`src/rtl/coincidence_trigger.sv`:
```
// -----------------------------------------------------------------------------
// coincidence_trigger
//
// Input conditioning in front of the BCD counter bank. Each raw channel
// (btn_a, btn_b) is synchronised into the clk domain, debounced, and
// edge-detected. Every accepted rising edge produces a one-cycle count pulse
// on its own channel. A coincidence pulse is produced when the A and B edges
// land within WINDOW_CYCLES clocks of each other.
//
// Ports
//   clk      in   system clock
//   rst      in   asynchronous, active-high reset; clears every register
//   btn_a    in   raw channel A, asynchronous to clk, may bounce
//   btn_b    in   raw channel B, asynchronous to clk, may bounce
//   pulse_a  out  one-cycle pulse per accepted A rising edge
//   pulse_b  out  one-cycle pulse per accepted B rising edge
//   pulse_c  out  one-cycle pulse per A/B coincidence, aligned with the
//                 pulse of the second edge of the pair
//   armed    out  high while a coincidence window is open
//
// Parameters
//   DEBOUNCE_CYCLES  consecutive stable samples needed to accept a level (>=1)
//   WINDOW_CYCLES    largest A-to-B edge separation that still coincides (>=1)
//   CNT_W            width of the debounce and window counters
// -----------------------------------------------------------------------------
module coincidence_trigger #(
   parameter int DEBOUNCE_CYCLES = 4,
   parameter int WINDOW_CYCLES   = 8,
   parameter int CNT_W           = 8
) (
   input  logic clk,
   input  logic rst,
   input  logic btn_a,
   input  logic btn_b,
   output logic pulse_a,
   output logic pulse_b,
   output logic pulse_c,
   output logic armed
);

   localparam logic [CNT_W-1:0] DB_LAST  = CNT_W'(DEBOUNCE_CYCLES - 1);
   localparam logic [CNT_W-1:0] WIN_LAST = CNT_W'(WINDOW_CYCLES);
   localparam logic [CNT_W-1:0] CNT_ONE  = CNT_W'(1);
   localparam logic [CNT_W-1:0] CNT_MAX  = {CNT_W{1'b1}};

   // Counter increment that holds at full scale instead of wrapping.
   function automatic logic [CNT_W-1:0] sat_inc(input logic [CNT_W-1:0] v);
      if (v == CNT_MAX) begin
         sat_inc = v;
      end else begin
         sat_inc = v + CNT_ONE;
      end
   endfunction

   typedef enum logic [1:0] {
      IDLE   = 2'd0,
      WAIT_B = 2'd1,
      WAIT_A = 2'd2
   } state_t;

   // Channel vectors: bit 0 is A, bit 1 is B.
   logic [1:0]       raw;
   logic [1:0]       meta_p0;
   logic [1:0]       sync_p1;
   logic [1:0]       lvl_p2;
   logic [1:0]       lvl_q_p3;
   logic [1:0]       rise;
   logic [1:0]       pulse_p3;
   logic [CNT_W-1:0] db [2];

   state_t           state;
   state_t           state_nxt;
   logic [CNT_W-1:0] win;
   logic [CNT_W-1:0] win_nxt;
   logic             coinc_nxt;
   logic             coinc_p3;
   logic             armed_p3;

   assign raw = {btn_b, btn_a};

   // ---- stage p0/p1: two-flop synchroniser ----------------------------------
   always_ff @(posedge clk or posedge rst) begin
      if (rst) begin
         meta_p0 <= '0;
         sync_p1 <= '0;
      end else begin
         meta_p0 <= raw;
         sync_p1 <= meta_p0;
      end
   end

   // ---- stage p2: debounce ---------------------------------------------------
   // A new level is accepted only after DEBOUNCE_CYCLES consecutive samples
   // that differ from the current one; any agreeing sample restarts the count.
   always_ff @(posedge clk or posedge rst) begin
      if (rst) begin
         lvl_p2 <= '0;
         for (int ch = 0; ch < 2; ch++) begin
            db[ch] <= '0;
         end
      end else begin
         for (int ch = 0; ch < 2; ch++) begin
            if (sync_p1[ch] == lvl_p2[ch]) begin
               db[ch] <= '0;
            end else if (db[ch] == DB_LAST) begin
               lvl_p2[ch] <= sync_p1[ch];
               db[ch]     <= '0;
            end else begin
               db[ch] <= sat_inc(db[ch]);
            end
         end
      end
   end

   // ---- stage p3: edge detect, pulse register and coincidence FSM ----------
   assign rise = lvl_p2 & ~lvl_q_p3;

   always_ff @(posedge clk or posedge rst) begin
      if (rst) begin
         lvl_q_p3 <= '0;
         pulse_p3 <= '0;
      end else begin
         lvl_q_p3 <= lvl_p2;
         pulse_p3 <= rise;
      end
   end

   // The second edge is checked before a repeat of the first, so a cycle with
   // both edges while waiting closes the pair rather than opening a new window.
   always_comb begin
      state_nxt = state;
      win_nxt   = win;
      coinc_nxt = 1'b0;
      case (state)
         IDLE: begin
            if (rise[0] && rise[1]) begin
               coinc_nxt = 1'b1;
            end else if (rise[0]) begin
               state_nxt = WAIT_B;
               win_nxt   = CNT_ONE;
            end else if (rise[1]) begin
               state_nxt = WAIT_A;
               win_nxt   = CNT_ONE;
            end
         end
         WAIT_B: begin
            if (rise[1]) begin
               coinc_nxt = 1'b1;
               state_nxt = IDLE;
               win_nxt   = '0;
            end else if (rise[0]) begin
               win_nxt = CNT_ONE;
            end else if (win == WIN_LAST) begin
               state_nxt = IDLE;
               win_nxt   = '0;
            end else begin
               win_nxt = sat_inc(win);
            end
         end
         WAIT_A: begin
            if (rise[0]) begin
               coinc_nxt = 1'b1;
               state_nxt = IDLE;
               win_nxt   = '0;
            end else if (rise[1]) begin
               win_nxt = CNT_ONE;
            end else if (win == WIN_LAST) begin
               state_nxt = IDLE;
               win_nxt   = '0;
            end else begin
               win_nxt = sat_inc(win);
            end
         end
         default: begin
            state_nxt = IDLE;
            win_nxt   = '0;
         end
      endcase
   end

   // armed is registered from the next state so it tracks (state != IDLE)
   // exactly, with no extra cycle of lag.
   always_ff @(posedge clk or posedge rst) begin
      if (rst) begin
         state    <= IDLE;
         win      <= '0;
         coinc_p3 <= 1'b0;
         armed_p3 <= 1'b0;
      end else begin
         state    <= state_nxt;
         win      <= win_nxt;
         coinc_p3 <= coinc_nxt;
         armed_p3 <= (state_nxt != IDLE);
      end
   end

   assign pulse_a = pulse_p3[0];
   assign pulse_b = pulse_p3[1];
   assign pulse_c = coinc_p3;
   assign armed   = armed_p3;

endmodule

```
`config.mk`:
```
export PLATFORM = sky130hd
export DESIGN_NAME = coincidence_trigger
export DESIGN_NICKNAME = d
export VERILOG_FILES = /design/src/rtl/coincidence_trigger.sv
export SDC_FILE = /design/constraint.sdc
export NUM_CORES = 1
export LEC_CHECK = 0
export BUFFER_PORTS_ARGS = -buffer_cell sky130_fd_sc_hd__buf_2
export CORE_MARGIN = 1.5
export CORE_UTILIZATION = 30
export CTS_CLUSTER_DIAMETER = 30
export DETAILED_ROUTE_END_ITERATION = 8
export PLACE_DENSITY = 0.54
export SLEW_MARGIN = 10
export SYNTH_ARGS = -nofsm -noshare
export SYNTH_HDL_FRONTEND = slang
export SYNTH_SLANG_ARGS = --single-unit
```
`constraint.sdc`:
```
create_clock -name clk -period 3.5 [get_ports clk]
set_input_delay 0.7 -clock clk [delete_from_list [all_inputs] [get_ports clk]]
set_output_delay 0.7 -clock clk [all_outputs]
set_load 0.1 [all_outputs]
```
==> summary.txt <==
Drt
  – Drt wl/cell: 13.4 um
  – Routed Antenna Nets: 0
  – Residual DRC: 0
  – Routed wire length: 3800 um
  – Vias: 1486
  – Vias per Instance: 5.23
  – Initial DRT Pass Iterations: 4
  – First DRT Iteration DRCs: 67

Critical path
  – WP data required: 3700 ps
  – CP Launch Type: register
  – Arrival time worst endpoint: 2220 ps
  – Critical Path End Type: register
  – CP max FO: 12
  – CP Class: reg -> reg
  – Flop-to-flop setup slack: 1480 ps

Yosys
  – Syn_area_per_cell: 9.93 um^2
  – Synthesized instance count: 200
  – Post-synth EDFFs: 0
  – Synth Cell Area: 0.00199 mm^2
  – Register area share after synthesis: 47.9%
  – Syn Nets: 208
  – #FFs+latches synth: 38
  – Cell taking the most area after synthesis: dfrtp_1
  – Yosys cell types: 44
  – Top_reg_cell synth: dfrtp_1
  – FFs w/ async S/R, synth: 100%
  – YS warnings: 0
  – Most area-consuming cells after synthesis: dfrtp_1 48%, nor2_1 3.4%, nor3_1 3.3%
  – Synth top area share: 47.9%

Pwr
  – Clock power frac: 20.0%
  – Switch share: 43.6%
  – Power consumption: 1.57 mW
  – LEAKAGE: 0.903 nW
  – Cell Int Power: 0.884 mW
  – NetSw: 0.685 mW
  – Combinational power share: 39.7%
  – Sequential Power Share: 40.3%
  – Power Density: 725 mW/mm^2
  – Peak VDD IR: 0.607 mV

Hold path
  – Worst min path class: reg -> reg

Global routing
  – Total GRT Usage: 11.4%
  – Initial antenna violation count: 0
  – Vias in the first global route: 1428
  – First-pass GRT wire length: 6560 um
  – Gr ovfl total: 0
  – Largest net degree at the start of global routing: 39

Clocking
  – Post-CTS setup buffers: 0
  – CTS buffer count: 5
  – Clock latency on the worst-skew pair: 290 ps
  – CTS sink count: 38
  – CTS tree: yes
  – Clock buffer depth: 2
  – Clock Tree Root: clkbuf_8
  – Post-CTS Hold Fix Bufs: 0
  – H-tree depth: 2
  – Register clock-pin slew on the reported worst setup and hold paths: 80 ps
  – Post_cts resized: 0

STA
  – Worst-Margin Slew: 791 ps
  – Slew headroom: 47.2%
  – Final hold vios: 0
  – Final worst slack: 1480 ps
  – RSZ-0062 raised after global routing: false
  – Period minus WS final: 2020 ps
  – Fmax achieved: 496 MHz
  – Final Cycle Share: 57.7%
  – Final Max Tran Viols: 0
  – Clock skew: 3.69 ps
  – Total Neg Setup Slack: 0 ps
  – Setup Viol. Count Final: 0

Finish
  – P&R area growth vs syn: 8.94%
  – Final Net Count: 214
  – Seq. cell area: 951 um^2
  – N_diodes: 0
  – Area occupied by multi-input gates: 961 um^2
  – Share of layout cells above drive strength 1: 11.1%
  – Final instance area: 0.00216 mm^2
  – Layout fillers: 656
  – Final core utilization: 33.9%

Placement
  – Port Buffers: 7
  – DP Area: 0.00207 mm^2
  – Setup WS pre-CTS: 1520 ps
  – HPWL after DPL: 2580 um
  – Final GP Congestion: 0.930

Outcome
  – Status: completed

Die
  – IO Pins: 8
  – Row Count: 29
  – Core Footprint: 0.00639 mm^2
  – Starting Density: 31.1%
  – Die Ht: 84.4 um
  – Die Width: 84.4 um
  – DIE AREA: 0.00712 mm^2

Job
  – Max Cap Viol: 0
-- path summary, 6_finish.rpt --
kind,from,depth (start not counted),end
max in group asynchronous,rst,3,db[12]
min in group asynchronous,rst,3,db[2]
max,lvl_p2[0],4,win[3]
max reg2reg,lvl_p2[0],4,win[3]
min reg2reg,meta_p0[1],0,sync_p1[1]
min,meta_p0[1],0,sync_p1[1]
-- routing by layer --
| metal | GRT usage [%] | up-vias | wire length [um] |
|---|---|---|---|
| met1 | 15.5 | 696 | 1970 |
| met2 | 16.9 | 20 | 1630 |
| met3 | 3.24 | 8 | 110 |
| met5 | 0 | - | 0 |
| li1 | - | 762 | - |
| met4 | 4.99 | 0 | 87 |
-- power by group through the flow --
stage,sequential (mW),clock (mW),combinational (mW)
after floorplan,0.750,0,0.412
after global placement,0.638,0,0.628
after detailed placement,0.639,0,0.628
after CTS,0.630,0.326,0.630
after global routing,0.649,0.343,0.690
final,0.632,0.314,0.623
-- cell families after synthesis --
family          count (synthesis)  share of synthesized area, %
buf+inv                        15                          3.78
mux                             4                          2.14
flops                          38                          47.9
compound gates                 45                          15.7
xor+xnor                        8                          3.53
simple gates                   86                          24.5
fa+ha+maj                       4                          2.52
-- through the flow --
stage | instances | hold WS, ps
finish | 284 | 353
global route | 284 | 358
CTS | 284 | 355
detailed placement | 276 | 337
global placement | 276 | 334
floorplan | 200 | 331
-- critical path, cell delays in order, from the launching register on --
cell     delay [ps]
dfrtp_1         390
nor2b_1         660
nor3_2          220
or4b_1          500
a22oi_1         160
-- final cells by class --
type / count / area share, %
Clock buffer: 7 / 3.99
Clock inverter: 1 / 0.231
Inverter: 6 / 1.04
Multi-Input combinational cell: 147 / 44.4
Sequential cell: 38 / 43.9
Tap cell: 77 / 4.45
Timing Repair Buffer: 8 / 1.97
-- Yosys cell counts, types with 3 or more instances --
library cell  instances
a22oi_1               5
o21ai_0               3
nand2_1              10
nor3b_1               5
nor4b_1               3
o2111ai_1             3
xor2_1                4
a211oi_1              4
and3_1                6
o31ai_1               4
clkbuf_1              4
buf_2                 3
nand3_1              12
a31oi_1               5
a21oi_1              10
nor3_1               13
dfrtp_1              38
nor2_1               18
inv_1                 6
ha_1                  4
and4_1                3
xnor2_1               4
-- cell usage in the layout (no fill, tap or decap), types with 4 or more instances in the layout --
master and n:
xnor2_1 4, xor2_1 4, dfrtp_1 38, nand3_1 12, and3_1 6, a22oi_1 5, nor3b_1 5, a211oi_1 4
nor2_1 18, buf_2 7, a31oi_1 5, clkbuf_8 6, ha_1 4, nand2_1 10, o31ai_1 4, a21oi_1 10
nor3_1 13, inv_1 6
-- state kept, by name, summed over array words and instances (netlist names) --
register  cells
meta_p0       2
pulse_c       1
lvl_q_p3      2
state         2
pulse_p3      2
sync_p1       2
db           16
lvl_p2        2
win           8
armed         1
Power figures use the tool's default switching activity.
